$ cat src/rtl/instruction_fetch_unit.sv
// Instruction fetch unit: reads IR words from a synchronous instruction memory and
// presents them to the controller over a valid/ready handshake, managing the PC.
module instruction_fetch_unit #(
    parameter int unsigned           IR_WIDTH   = 16,
    parameter int unsigned           ADDR_WIDTH = 8,
    parameter logic [ADDR_WIDTH-1:0] RESET_PC   = '0
) (
    input  logic                  clk,
    input  logic                  rst_n,
    input  logic                  start,
    output logic                  imem_rd,
    output logic [ADDR_WIDTH-1:0] imem_addr,
    input  logic [IR_WIDTH-1:0]   imem_rdata,
    output logic [IR_WIDTH-1:0]   IR,
    output logic                  ir_valid,
    input  logic                  ir_ready,
    input  logic                  pc_load,
    input  logic [ADDR_WIDTH-1:0] pc_load_addr,
    input  logic                  halt,
    output logic [ADDR_WIDTH-1:0] pc,
    output logic                  halted,
    output logic [15:0]           instr_count
);

    typedef enum logic [2:0] {
        StIdle,
        StFetch,
        StWait,
        StHold,
        StHalt
    } state_e;

    state_e                state_q, state_d;
    logic [ADDR_WIDTH-1:0] pc_q, pc_d;
    logic [IR_WIDTH-1:0]   ir_q, ir_d;
    logic [15:0]           count_q, count_d;
    logic [ADDR_WIDTH-1:0] pc_inc;

    assign pc_inc = pc_q + {{(ADDR_WIDTH-1){1'b0}}, 1'b1};

    always_ff @(posedge clk or negedge rst_n) begin
        if (!rst_n) begin
            state_q <= StIdle;
            pc_q    <= RESET_PC;
            ir_q    <= '0;
            count_q <= '0;
        end else begin
            state_q <= state_d;
            pc_q    <= pc_d;
            ir_q    <= ir_d;
            count_q <= count_d;
        end
    end

    always_comb begin
        state_d = state_q;
        pc_d    = pc_q;
        ir_d    = ir_q;
        count_d = count_q;

        unique case (state_q)
            StIdle, StHalt: begin
                // pc_load here only preloads the PC for the next start
                if (pc_load) begin
                    pc_d = pc_load_addr;
                end
                if (start) begin
                    state_d = StFetch;
                end
            end
            StFetch: begin
                if (pc_load) begin
                    pc_d    = pc_load_addr;
                    state_d = StFetch;
                end else begin
                    state_d = StWait;
                end
            end
            StWait: begin
                // A jump while the read is in flight drops the returning word
                if (pc_load) begin
                    pc_d    = pc_load_addr;
                    state_d = StFetch;
                end else begin
                    ir_d    = imem_rdata;
                    state_d = StHold;
                end
            end
            StHold: begin
                if (ir_ready) begin
                    count_d = count_q + 16'd1;
                    pc_d    = pc_load ? pc_load_addr : pc_inc;
                    state_d = halt ? StHalt : StFetch;
                end
            end
            default: begin
                state_d = StIdle;
            end
        endcase
    end

    assign imem_rd     = (state_q == StFetch);
    assign imem_addr   = pc_q;
    assign IR          = ir_q;
    assign ir_valid    = (state_q == StHold);
    assign pc          = pc_q;
    assign halted      = (state_q == StHalt);
    assign instr_count = count_q;

endmodule
$ cat config.mk
export PLATFORM = sky130hd
export DESIGN_NAME = instruction_fetch_unit
export DESIGN_NICKNAME = d
export VERILOG_FILES = /design/src/rtl/instruction_fetch_unit.sv
export SDC_FILE = /design/constraint.sdc
export NUM_CORES = 1
export LEC_CHECK = 0
export ABC_AREA = 1
export BUFFER_PORTS_ARGS = -buffer_cell sky130_fd_sc_hd__buf_2
export CAP_MARGIN = 5
export CORE_UTILIZATION = 45
export CTS_CLUSTER_SIZE = 25
export DETAILED_ROUTE_END_ITERATION = 6
export PLACE_DENSITY = 0.75
export SETUP_SLACK_MARGIN = 0.2
export SLEW_MARGIN = 0
export SYNTH_ARGS = -nofsm -noshare
export SYNTH_HDL_FRONTEND = slang
export SYNTH_SLANG_ARGS = --single-unit
$ cat constraint.sdc
create_clock -name clk -period 4.04 [get_ports clk]
set_clock_uncertainty 0.05 [all_clocks]
set_input_delay 0.606 -clock clk [delete_from_list [all_inputs] [get_ports clk]]
set_output_delay 0.606 -clock clk [all_outputs]
set_load 0.03 [all_outputs]
==> results.py <==
metrics = {
    "final_layout": {
        "fillCellCount": 433,
        "layout-drive-gt1-share": 0.344,
        "final_cell_area_um2": 2810,
        "stdcell_count": 407,
        "multi_input_area_um2": 1060,
        "n_antenna_cell": 0,
        "seqCellArea_um2": 1080,
        "areaGrowthSynthToFinish_pct": 20.9,
        "final_nets": 371,
    },
    "logic_synthesis": {
        "yosys.area.top_type": "dfrtp_1",
        "synth_cells": 263,
        "synthesis.area_um2": 2330,
        "syn_nets": 295,
        "synth_top_area_share": 0.462,
        "synth_edf_count": 0,
        "synth_most_common_cell": "nand2_1",
        "synthArstFlopShare": 1.00,
        "ys_warn_count": 0,
        "avgSynthCellArea_um2": 8.85,
        "synth_ff_type": "dfrtp_1",
        "synth_seq_cells": 43,
        "ys_seq_area_frac": 0.462,
        "synth_common_cells": "nand2_1, dfrtp_1, nor2_1",
        "yosysUniqueCellTypes": 26,
        "synth_area_leaders": "dfrtp_1, nand2_1, mux2_4, nor2_1, inv_1",
    },
    "sta": {
        "rsz0062_at_grt": "false",
        "slew_violations": 0,
        "tightest_slew_ns": 0.950,
        "fin_crit_sh": 0.493,
        "setup_tns_ns": 0,
        "finalWorstSetupSlack_ns": 2.05,
        "hold_viol_final": 0,
        "setup_viol": 0,
        "slew_headroom": 0.367,
        "max_freq_mhz": 502,
        "fin_crit_ns": 1.99,
    },
    "clock_tree": {
        "h-tree-depth": 2,
        "post_cts_buffers": 0,
        "cts_made_buffers": 5,
        "clockRootBuffer": "clkbuf_8",
        "postCtsHoldBufs": 0,
        "cts.path.max_buffers": 2,
        "clk_latency_ns": 0.30,
        "cts_resized": 0,
        "cts_sinks": 43,
        "cts_tree": "done",
        "clk_pin_slew_ns": 0.09,
    },
    "setup_path": {
        "cp.required_ns": 3.38,
        "path_delay_family": "flip-flops",
        "path_buf_inv": 2,
        "criticalPathCategory": "register to output pin",
        "path_max_fanout": 5,
        "slowest_delay_ns": 0.41,
        "cp_slowest_cell": "dfrtp_1",
        "cp-start-kind": "register",
        "crit_path_end_kind": "output pin",
        "cp_cell_sequence": "inv_2 > nand2_2 > nor2_4 > buf_2",
        "worstPathArrival_ns": 1.34,
    },
    "global_route": {
        "overflow": 0,
        "grt_pass1_wl_mm": 8.06,
        "grt_pass1_vias": 1781,
        "antenna_found_initial": 0,
        "grt-busiest-layer": "met2",
        "grt_usage": 0.193,
        "grtUsageMet2": 0.322,
        "met3_usage": 0.0494,
        "grt_max_degree": 44,
        "gr-usage-met1": 0.245,
    },
    "status": {
        "outcome": "complete, no violations",
    },
    "drt": {
        "drt_iter0_markers": 117,
        "wl_per_cell_um": 12.1,
        "drc": 0,
        "drt_pass1_iterations": 4,
        "via_count": 1975,
        "vias_per_cell": 4.85,
        "ant_nets": 0,
        "wirelength_mm": 4.91,
    },
    "power_and_ir_drop": {
        "ir_drop_v": 0.000289,
        "p_leak_nw": 1.54,
        "p_per_area_nw_per_um2": 722,
        "p_total_w": 0.00203,
    },
    "placement": {
        "place.gp.congestion": 0.814,
        "dpl_cell_area_um2": 2720,
        "dp_cells": 399,
        "hpwl_mm": 3.65,
        "pre_cts_ws_ns": 2.23,
        "port_buffers": 80,
    },
    "floorplanning": {
        "core_um2": 4850,
        "ioPinCount": 81,
        "die_h_um": 73.9,
        "die-area_um2": 5460,
        "num_rows": 25,
        "fp.dieW_um": 73.9,
        "initial_core_util": 0.480,
    },
    "job": {
        "max_cap_violations": 0,
    },
    "hold_path": {
        "hold_class": "input port to async pin",
    },
}
-- worst register-to-register path: cells and delay by family, from the launching register on --
family | cells | cell delay (ns)
buffers and inverters | 1 | 0.15
flip-flops | 1 | 0.41
AND/OR/NAND/NOR | 5 | 0.94
-- layout make-up --
class | instances | area share
multi-input combinational | 183 | 0.378
clock inverter | 3 | 0.00845
inverter | 26 | 0.0347
tap | 67 | 0.0298
timing repair buffer | 80 | 0.142
clock buffer | 5 | 0.0245
sequential | 43 | 0.382
-- path summary, 6_finish.rpt --
check,slack (ns),start,cells after the start,end
worst max-delay path,2.05,state_q[2],4,ir_valid
worst min-delay path,0.40,rst_n,1,imem_addr[6]
worst max register to register,2.40,state_q[2],6,imem_addr[6]
worst min register to register,0.46,IR[0],1,IR[0]
max in group asynchronous,2.95,rst_n,1,IR[15]
min in group clk,0.46,IR[0],1,IR[0]
-- per-stage QoR --
| stage | util | hold WS [ns] |
|---|---|---|
| detailed placement | 0.561 | 0.437 |
| global route | 0.580 | 0.461 |
| floorplan | - | 0.260 |
| finish | 0.580 | 0.395 |
| global placement | 0.561 | 0.433 |
| CTS | 0.580 | 0.425 |
-- where the power goes --
group	internal, W	leakage, nW	switching (W)
combinational	0.000343	0.952	0.000673
clock	0.000124	0.0408	0.000162
sequential	0.000580	0.547	0.000151
total	0.00105	1.54	0.000986
-- state kept, by name, summed over array words and instances, names as in the netlist --
register     count
IR              16
imem_addr        8
state_q          3
instr_count     16
-- routing by layer --
| layer | part of all wire | up-vias | routed length, µm |
|---|---|---|---|
| met5 | 0 | - | 0 |
| met3 | 0.045 | 6 | 221 |
| li1 | - | 978 | - |
| met2 | 0.49 | 57 | 2420 |
| met4 | 0.012 | 0 | 61 |
| met1 | 0.45 | 934 | 2200 |
-- layout by cell type (no fill, tap or decap), drive strengths merged --
| master | n |
|---|---|
| o21ai | 11 |
| a21oi | 4 |
| nor3 | 3 |
| xor2 | 3 |
| buf | 80 |
| nand4 | 6 |
| clkinvlp | 2 |
| clkbuf | 5 |
| ha | 2 |
| dfrtp | 43 |
| nand2 | 87 |
| nand3 | 13 |
| o211ai | 1 |
| mux2 | 16 |
| inv | 27 |
| nor2 | 27 |
| xnor2 | 8 |
| nand3b | 2 |
-- kinds of logic (layout without fill, tap and decap cells) --
| logic type | count (synthesis) | count (layout) | synth area share |
|---|---|---|---|
| simple gates | 138 | 138 | 0.277 |
| flops | 43 | 43 | 0.462 |
| buf+inv | 37 | 114 | 0.0806 |
| compound gates | 16 | 16 | 0.0355 |
| mux | 16 | 16 | 0.0919 |
| xor+xnor | 11 | 11 | 0.0414 |
| fa+ha+maj | 2 | 2 | 0.0108 |
Note: power is estimated with default switching activity, not from simulation.
